<file path="config.mk">
export PLATFORM = sky130hd
export DESIGN_NAME = hazard_ctrl
export DESIGN_NICKNAME = d
export VERILOG_FILES = /design/src/rtl/hazard_ctrl.sv
export SDC_FILE = /design/constraint.sdc
export NUM_CORES = 1
export LEC_CHECK = 0
export BUFFER_PORTS_ARGS = -buffer_cell sky130_fd_sc_hd__buf_2
export CELL_PAD_IN_SITES_DETAIL_PLACEMENT = 1
export CELL_PAD_IN_SITES_GLOBAL_PLACEMENT = 1
export CORE_UTILIZATION = 28
export CTS_BUF_LIST = sky130_fd_sc_hd__clkbuf_16
export DETAILED_ROUTE_END_ITERATION = 16
export PLACE_DENSITY_LB_ADDON = 0.1
export SETUP_SLACK_MARGIN = 0.4
export SLEW_MARGIN = 15
export SYNTH_ARGS = -nofsm -noshare
export SYNTH_HDL_FRONTEND = slang
export SYNTH_SLANG_ARGS = --single-unit
</file>
<file path="constraint.sdc">
create_clock -name clk -period 3 [get_ports clk]
set_input_delay 0.3 -clock clk [delete_from_list [all_inputs] [get_ports clk]]
set_output_delay 0.3 -clock clk [all_outputs]
set_load 0.05 [all_outputs]
</file>
<file path="src/rtl/hazard_ctrl.sv">
// hazard_ctrl: hazard detection, forwarding selects and mult/div sequencing
// for the 5-stage core.
//
// Inputs : register numbers and control bits of the DEC, EXE, MEM and WB
//          instructions, plus the EXE mult/div start and the DEC branch
//          decision (pcsrc_DEC).
// Outputs: stall_FET/stall_DEC, flush_DEC/flush_EXE,
//          fwdA/B_EXE (00 regfile, 01 WB, 10 MEM), fwdA/B_DEC,
//          md_busy/md_done, stall_cnt/flush_cnt.
//
// Build option: define HAZARD_PERF_EN to build the saturating stall and
// flush counters. Without it both counter ports read 0.
module hazard_ctrl #(
    parameter int MD_LATENCY = 8,
    parameter int PERF_W     = 32
) (
    input  logic              clk,
    input  logic              reset,
    input  logic [4:0]        rs_DEC,
    input  logic [4:0]        rt_DEC,
    input  logic              branch_DEC,
    input  logic              md_use_DEC,
    input  logic              pcsrc_DEC,
    input  logic [4:0]        rs_EXE,
    input  logic [4:0]        rt_EXE,
    input  logic [4:0]        writereg_EXE,
    input  logic              regwrite_EXE,
    input  logic              memtoreg_EXE,
    input  logic              md_start_EXE,
    input  logic [4:0]        writereg_MEM,
    input  logic              regwrite_MEM,
    input  logic              memtoreg_MEM,
    input  logic [4:0]        writereg_WB,
    input  logic              regwrite_WB,
    output logic              stall_FET,
    output logic              stall_DEC,
    output logic              flush_DEC,
    output logic              flush_EXE,
    output logic [1:0]        fwdA_EXE,
    output logic [1:0]        fwdB_EXE,
    output logic              fwdA_DEC,
    output logic              fwdB_DEC,
    output logic              md_busy,
    output logic              md_done,
    output logic [PERF_W-1:0] stall_cnt,
    output logic [PERF_W-1:0] flush_cnt
);

    typedef enum logic [1:0] {
        IDLE = 2'd0,
        BUSY = 2'd1,
        DONE = 2'd2
    } md_state_t;

    md_state_t  state;
    logic [3:0] cnt;

    logic lwstall;
    logic brstall;
    logic mdstall;
    logic stall;
    logic flush;

    // $0 is hard-wired, so a write to it never creates a dependency.
    function automatic logic hit(input logic [4:0] wr,
                                 input logic [4:0] src);
        return (wr != 5'd0) && (wr == src);
    endfunction

    function automatic logic [1:0] fwd_sel(input logic [4:0] src);
        logic [1:0] sel;
        sel = 2'b00;
        if (regwrite_MEM && hit(writereg_MEM, src))
            sel = 2'b10;
        else if (regwrite_WB && hit(writereg_WB, src))
            sel = 2'b01;
        return sel;
    endfunction

    always_comb begin
        lwstall = memtoreg_EXE &&
                  (hit(writereg_EXE, rs_DEC) ||
                   hit(writereg_EXE, rt_DEC));
        brstall = branch_DEC &&
                  ((regwrite_EXE &&
                    (hit(writereg_EXE, rs_DEC) ||
                     hit(writereg_EXE, rt_DEC))) ||
                   (memtoreg_MEM &&
                    (hit(writereg_MEM, rs_DEC) ||
                     hit(writereg_MEM, rt_DEC))));
        mdstall = md_use_DEC && (md_start_EXE || (state != IDLE));
        // Outputs are forced low while reset is held.
        stall = !reset && (lwstall || brstall || mdstall);
        // A stalled branch re-resolves next cycle, so no flush yet.
        flush = !reset && pcsrc_DEC && !stall;
    end

    always_comb begin
        stall_FET = stall;
        stall_DEC = stall;
        flush_EXE = stall;
        flush_DEC = flush;
        fwdA_EXE  = 2'b00;
        fwdB_EXE  = 2'b00;
        fwdA_DEC  = 1'b0;
        fwdB_DEC  = 1'b0;
        if (!reset) begin
            fwdA_EXE = fwd_sel(rs_EXE);
            fwdB_EXE = fwd_sel(rt_EXE);
            fwdA_DEC = regwrite_MEM && hit(writereg_MEM, rs_DEC);
            fwdB_DEC = regwrite_MEM && hit(writereg_MEM, rt_DEC);
        end
    end

    // Mult/div sequencer. Starts outside IDLE are dropped; mdstall keeps
    // a second mult/div from ever reaching EXE while one is in flight.
    always_ff @(posedge clk or posedge reset) begin
        if (reset) begin
            state   <= IDLE;
            cnt     <= 4'd0;
            md_busy <= 1'b0;
            md_done <= 1'b0;
        end else begin
            unique case (state)
                IDLE: begin
                    if (md_start_EXE) begin
                        state   <= BUSY;
                        cnt     <= 4'(MD_LATENCY - 1);
                        md_busy <= 1'b1;
                    end
                end
                BUSY: begin
                    if (cnt == 4'd0) begin
                        state   <= DONE;
                        md_done <= 1'b1;
                    end else begin
                        cnt <= cnt - 4'd1;
                    end
                end
                DONE: begin
                    state   <= IDLE;
                    md_busy <= 1'b0;
                    md_done <= 1'b0;
                end
                default: begin
                    state   <= IDLE;
                    md_busy <= 1'b0;
                    md_done <= 1'b0;
                end
            endcase
        end
    end

`ifdef HAZARD_PERF_EN
    always_ff @(posedge clk or posedge reset) begin
        if (reset) begin
            stall_cnt <= '0;
            flush_cnt <= '0;
        end else begin
            if (stall && (stall_cnt != '1))
                stall_cnt <= stall_cnt + 1'b1;
            if (flush && (flush_cnt != '1))
                flush_cnt <= flush_cnt + 1'b1;
        end
    end
`else
    assign stall_cnt = '0;
    assign flush_cnt = '0;
`endif

endmodule
</file>
# Word level (Yosys, flattened, before mapping)
# Cells that the tools add are included.
[totals]
reg_bits = 8
inputBits = 46
output_inout_bits = 76
wordCells = 78
[classes]
addsub = 1
n_eq_ne = 12
n_mux = 18
bitwise = 2
reduce_logical = 41
[op_table]
columns = ["op", "n"]
rows = [
  ["$eq A5 B5 Y1", 8],
  ["$logic_and A1 B1 Y1", 22],
  ["$reduce_bool A5 Y1", 3],
  ["$mux W2", 6],
  ["$mux W4", 2],
  ["$pmux W4 S2", 1],
  ["$logic_or A1 B1 Y1", 6],
  ["$mux W1", 6],
  ["$ne A2 B2 Y1 const B", 3],
  ["$reduce_and A2 Y1", 3],
  ["$logic_not A4 Y1", 1],
  ["$pmux W1 S2", 2],
  ["$pmux W2 S2", 1],
  ["$reduce_bool A2 Y1", 2],
  ["$sub A4 B1 Y4 const B", 1],
  ["$reduce_and A3 Y1", 1],
  ["$eq A2 B1 Y1 const B", 1],
  ["$logic_not A1 Y1", 2],
  ["$logic_not A2 Y1", 1],
  ["$not A1 Y1", 2],
]

# Longest topological paths before layout
[logic_depth]
depth_word = 11
depth_mapped = 7
mapped_depth_nobuf = 7

# Worst setup path after synthesis
# No wires, ideal clock.
[synth_path]
path_kind = "in2out"
startpoint = "input port writereg_MEM[0]"
endpoint = "output port stall_DEC"
arrival_ns = 2.507
t_required_ns = 2.700
slack_ns = 0.193
cell_stages = 7
path_buffers = 2
path_cell_list = "buf_2 > xor2_1 > nor3_1 > nand3_1 > a211o_1 > a31oi_1 > buf_4"
[synth_between]
elab_chain_len = 9
elab_cells_between_ends = 12
classes_between = "eq/ne (2); reduce/logical (10)"
[synth_rtl]
columns = ["item", "line", "text"]
rows = [
  ["start: declaration", "30", "input logic [4:0] writereg_MEM,"],
  ["$eq A5 B5 Y1 or $reduce_bool A5 Y1 (tied branches)", "67", "return (wr != 5'd0) && (wr == src);"],
  ["$logic_and A1 B1 Y1", "67", ""],
  ["$logic_or A1 B1 Y1 (*)", "89", "(hit(writereg_MEM, rs_DEC) ||"],
  ["$logic_and A1 B1 Y1 (*)", "88", "(memtoreg_MEM &&"],
  ["$logic_or A1 B1 Y1 (*)", "87", "hit(writereg_EXE, rt_DEC))) ||"],
  ["$logic_and A1 B1 Y1 (*)", "84", "brstall = branch_DEC &&"],
  ["$logic_or A1 B1 Y1 (*) (2 in series)", "93", "stall = !reset && (lwstall || brstall || mdstall);"],
  ["$logic_and A1 B1 Y1 (*)", "93", ""],
  ["end: declaration", "36", "output logic stall_DEC,"],
]
# Every way passes the cells marked *; elsewhere a longest branch is shown, timed or not.

# Final worst setup path
[layout_path]
startpoint = "input port writereg_MEM[1]"
endpoint = "output port fwdA_EXE[0]"
[layout_between]
elab_chain_len = 5
elab_cells_between_ends = 6
classes_between = "eq/ne (1); mux (2); reduce/logical (3)"
[layout_rtl]
columns = ["item", "line", "text"]
rows = [
  ["$eq A5 B5 Y1 or $reduce_bool A5 Y1 (tied branches)", "67", ""],
  ["$logic_and A1 B1 Y1 (*)", "67", ""],
  ["$logic_and A1 B1 Y1 (*)", "73", "if (regwrite_MEM && hit(writereg_MEM, src))"],
  ["$mux W2 (*)", "73", ""],
  ["$mux W2 (*)", "107", "if (!reset) begin"],
  ["end: declaration", "39", "output logic [1:0] fwdA_EXE,"],
]
# Marks and branches as above.

==> metrics.txt <==
pwr/cell area=581 mW/mm2; Clock Path Buffers=2; internal power summed over all cells=461 uW; Cell Area, Synth=0.00146 mm2; routed length per placed instance=11.2 um; total of flip-flops plus latches after synthesis=8; total number of yosys warnings=0; root buffer cell=clkbuf_16; Hold WS=0.136 ns; net switching power=487 uW; routability congestion estimate=0.780; leftover overflow at the end of global routing=0; register area share after synthesis=13.7%; Die Area=0.00550 mm2; clock tree from TritonCTS=built; type of origin of the critical path=input pin; setup TNS=0 ns; clk_lat worst skew=0.23 ns; maximum number of pins on one net before global-route repair=12; Post-Syn Instances=184; Maximum Capacitance Violations=0; slack of the worst reg-to-reg path=1.29 ns; Slew Limit Fails=0; WS Path Type=in -> out; row count=25; area delta synth->final=11.9%; classification of the worst-slack hold path=in -> async; Post-Route Skew=0.000365 ns; RSZ-0062 raised after global routing=no; crit-path max FO=5; Post-CTS Repair Setup Buffers=0; Inserted Diodes=0; Fill cells=665; post-layout power=948 uW; mean post-synth cell area=7.93 um2; static leakage=0.000852 uW; HPWL reported at the end of detailed placement=2990 um; clock sink count=8; Crit. End Element=output port; area of the core=0.00488 mm2; status=finished clean; Clock Power Share=23.5%; worst flop-to-flop path startpoint=cnt[0]; number of ports placed on the die boundary=122; Comb power frac=56.3%; crit path time final=2.15 ns; antenna violations before repair=0; arrival time worst endpoint=1.85 ns; fraction of final layout cells with drive strength greater than 1=29.1%; Port-buffer cells=57; count of final hold-check violations=0; required time of the critical path=2.70 ns; endpoint of the worst-slack reg-to-reg timing path=cnt[2]; initial core utilization=29.9%; TritonRoute pass-1 iters=4; via total after detailed routing=1150; H-tree level count=1; final worst-path setup slack=0.854 ns; DRC violation count after routing=0; via density per instance=3.78; fraction of power spent switching nets=51.3%; final period utilization=71.5%; total of hold buffers inserted after clock tree synthesis=0; post-CTS resize count=0; worst-case reg-to-reg path depth=7; global-route wire length before repair=5140 um; number of unique standard cell types used by synthesis=32; Fmax=0.466 GHz; Cell Count Post-Placement=301; fin cells=304; worst vdd ir=0.317 mV; vias in the first global route=1083; NumNets Final=286; power share of the sequential group=20.2%; Setup WS pre-CTS=0.848 ns; number of DRC violations after detailed-routing iteration 0=22; vertical extent of the die=74.2 um; final antenna-violating net count=0; clock buffer count from CTS=3; clock transition time at the flip-flop clock pins of the worst setup and hold paths=0.04 ns; count of endpoints failing setup in the final report=0; width of the die=74.2 um; overall fraction of global-route tracks in use=12.2%; total wire length=3400 um
==> cell usage in the layout, fill, tap and decap left out, drive strengths merged, types with 2 or more instances in the layout <==
cell type	instances
nor4	4
a31oi	3
and3	3
xor2	22
nand3	7
inv	5
or4	3
clkbuf	3
buf	58
a21oi	3
nand2	6
and2	2
o21ai	5
xnor2	19
nor2	5
conb	64
nor3	9
dfrtp	8
==> cell families after synthesis <==
kind of cell | Yosys count | share of synthesized area (%)
simple gates | 42 | 16.4
buf+inv | 76 | 37.3
fa+ha+maj | 1 | 0.857
flops | 8 | 13.7
other cells | 1 | 0.257
xor+xnor | 41 | 24.6
compound gates | 15 | 6.86
==> registers in the layout, summed over array words and instances (netlist names) <==
name and cells:
cnt 4, state 2, md_busy 1, md_done 1
==> how the worst max path moves through the flow <==
stage	startpoint	to	slack (ns)	depth (start not counted)
final	writereg_MEM[1]	fwdA_EXE[0]	0.85	6
after global routing	writereg_MEM[0]	stall_FET	0.73	7
after floorplan	writereg_MEM[2]	fwdA_EXE[0]	0.51	5
after global placement	writereg_MEM[0]	stall_FET	0.85	7
after CTS	writereg_MEM[1]	fwdA_EXE[0]	0.83	6
after detailed placement	writereg_MEM[1]	fwdA_EXE[0]	0.85	6
==> area by class of cell <==
type	instances	area (um2)	area share, %
Clock buffer	3	75.1	4.60
Timing Repair Buffer	58	293	17.9
Tap cell	67	83.8	5.13
Multi-Input combinational cell	163	962	58.9
Inverter	5	18.8	1.15
Sequential cell	8	200	12.3
==> Yosys cell counts <==
master | count | area [um2]
buf_4 | 66 | 495
xor2_1 | 22 | 193
xnor2_1 | 19 | 166
nor3_1 | 9 | 45.0
dfrtp_1 | 8 | 200
nand3_1 | 7 | 35.0
nand2_1 | 6 | 22.5
inv_1 | 5 | 18.8
nor2_1 | 5 | 18.8
o21ai_0 | 4 | 20.0
a21oi_1 | 3 | 15.0
a31oi_1 | 3 | 18.8
and3_1 | 3 | 18.8
buf_2 | 3 | 15.0
nor4_1 | 2 | 12.5
nor4_2 | 2 | 25.0
or4_1 | 2 | 15.0
a211o_1 | 1 | 8.76
and2_1 | 1 | 6.26
and2_2 | 1 | 7.51
buf_6 | 1 | 11.3
clkbuf_1 | 1 | 3.75
conb_1 | 1 | 3.75
ha_1 | 1 | 12.5
nand2b_1 | 1 | 6.26
nor2b_1 | 1 | 6.26
o211ai_1 | 1 | 7.51
o21ai_4 | 1 | 16.3
o22ai_1 | 1 | 6.26
o31ai_1 | 1 | 7.51
or3b_2 | 1 | 8.76
or4_4 | 1 | 11.3
==> layer usage <==
layer  track usage, %  part of all wire, %  vias to the layer above
met1             15.6                   43                      517
met3             1.49                  7.6                        2
met5                0                    0                        -
met4             5.13                 0.24                        0
met2             20.8                   49                       52
li1                 -                    -                      579
==> power groups by stage <==
stage               Clock, uW  Sequential, uW  Combinational (uW)
finish                    223             191                 534
global route              235             200                 590
global placement            0             195                 533
CTS                       231             192                 539
detailed placement          0             193                 535
floorplan                   0             234                 451
==> worst max-delay path: stages <==
cell,delay (ns)
buf_2,0.15
or4_4,0.56
o21ai_4,0.20
nor4_2,0.09
nor4_2,0.24
buf_2,0.30
==> stage by stage <==
| step | utilization [%] | area, um2 |
|---|---|---|
| after CTS | 33.5 | 1630 |
| after detailed placement | 31.9 | 1560 |
| after floorplan | - | 1710 |
| final | 33.5 | 1630 |
| after global placement | 31.9 | 1560 |
| after global routing | 33.5 | 1630 |
Note: power is estimated with default switching activity, not from simulation.
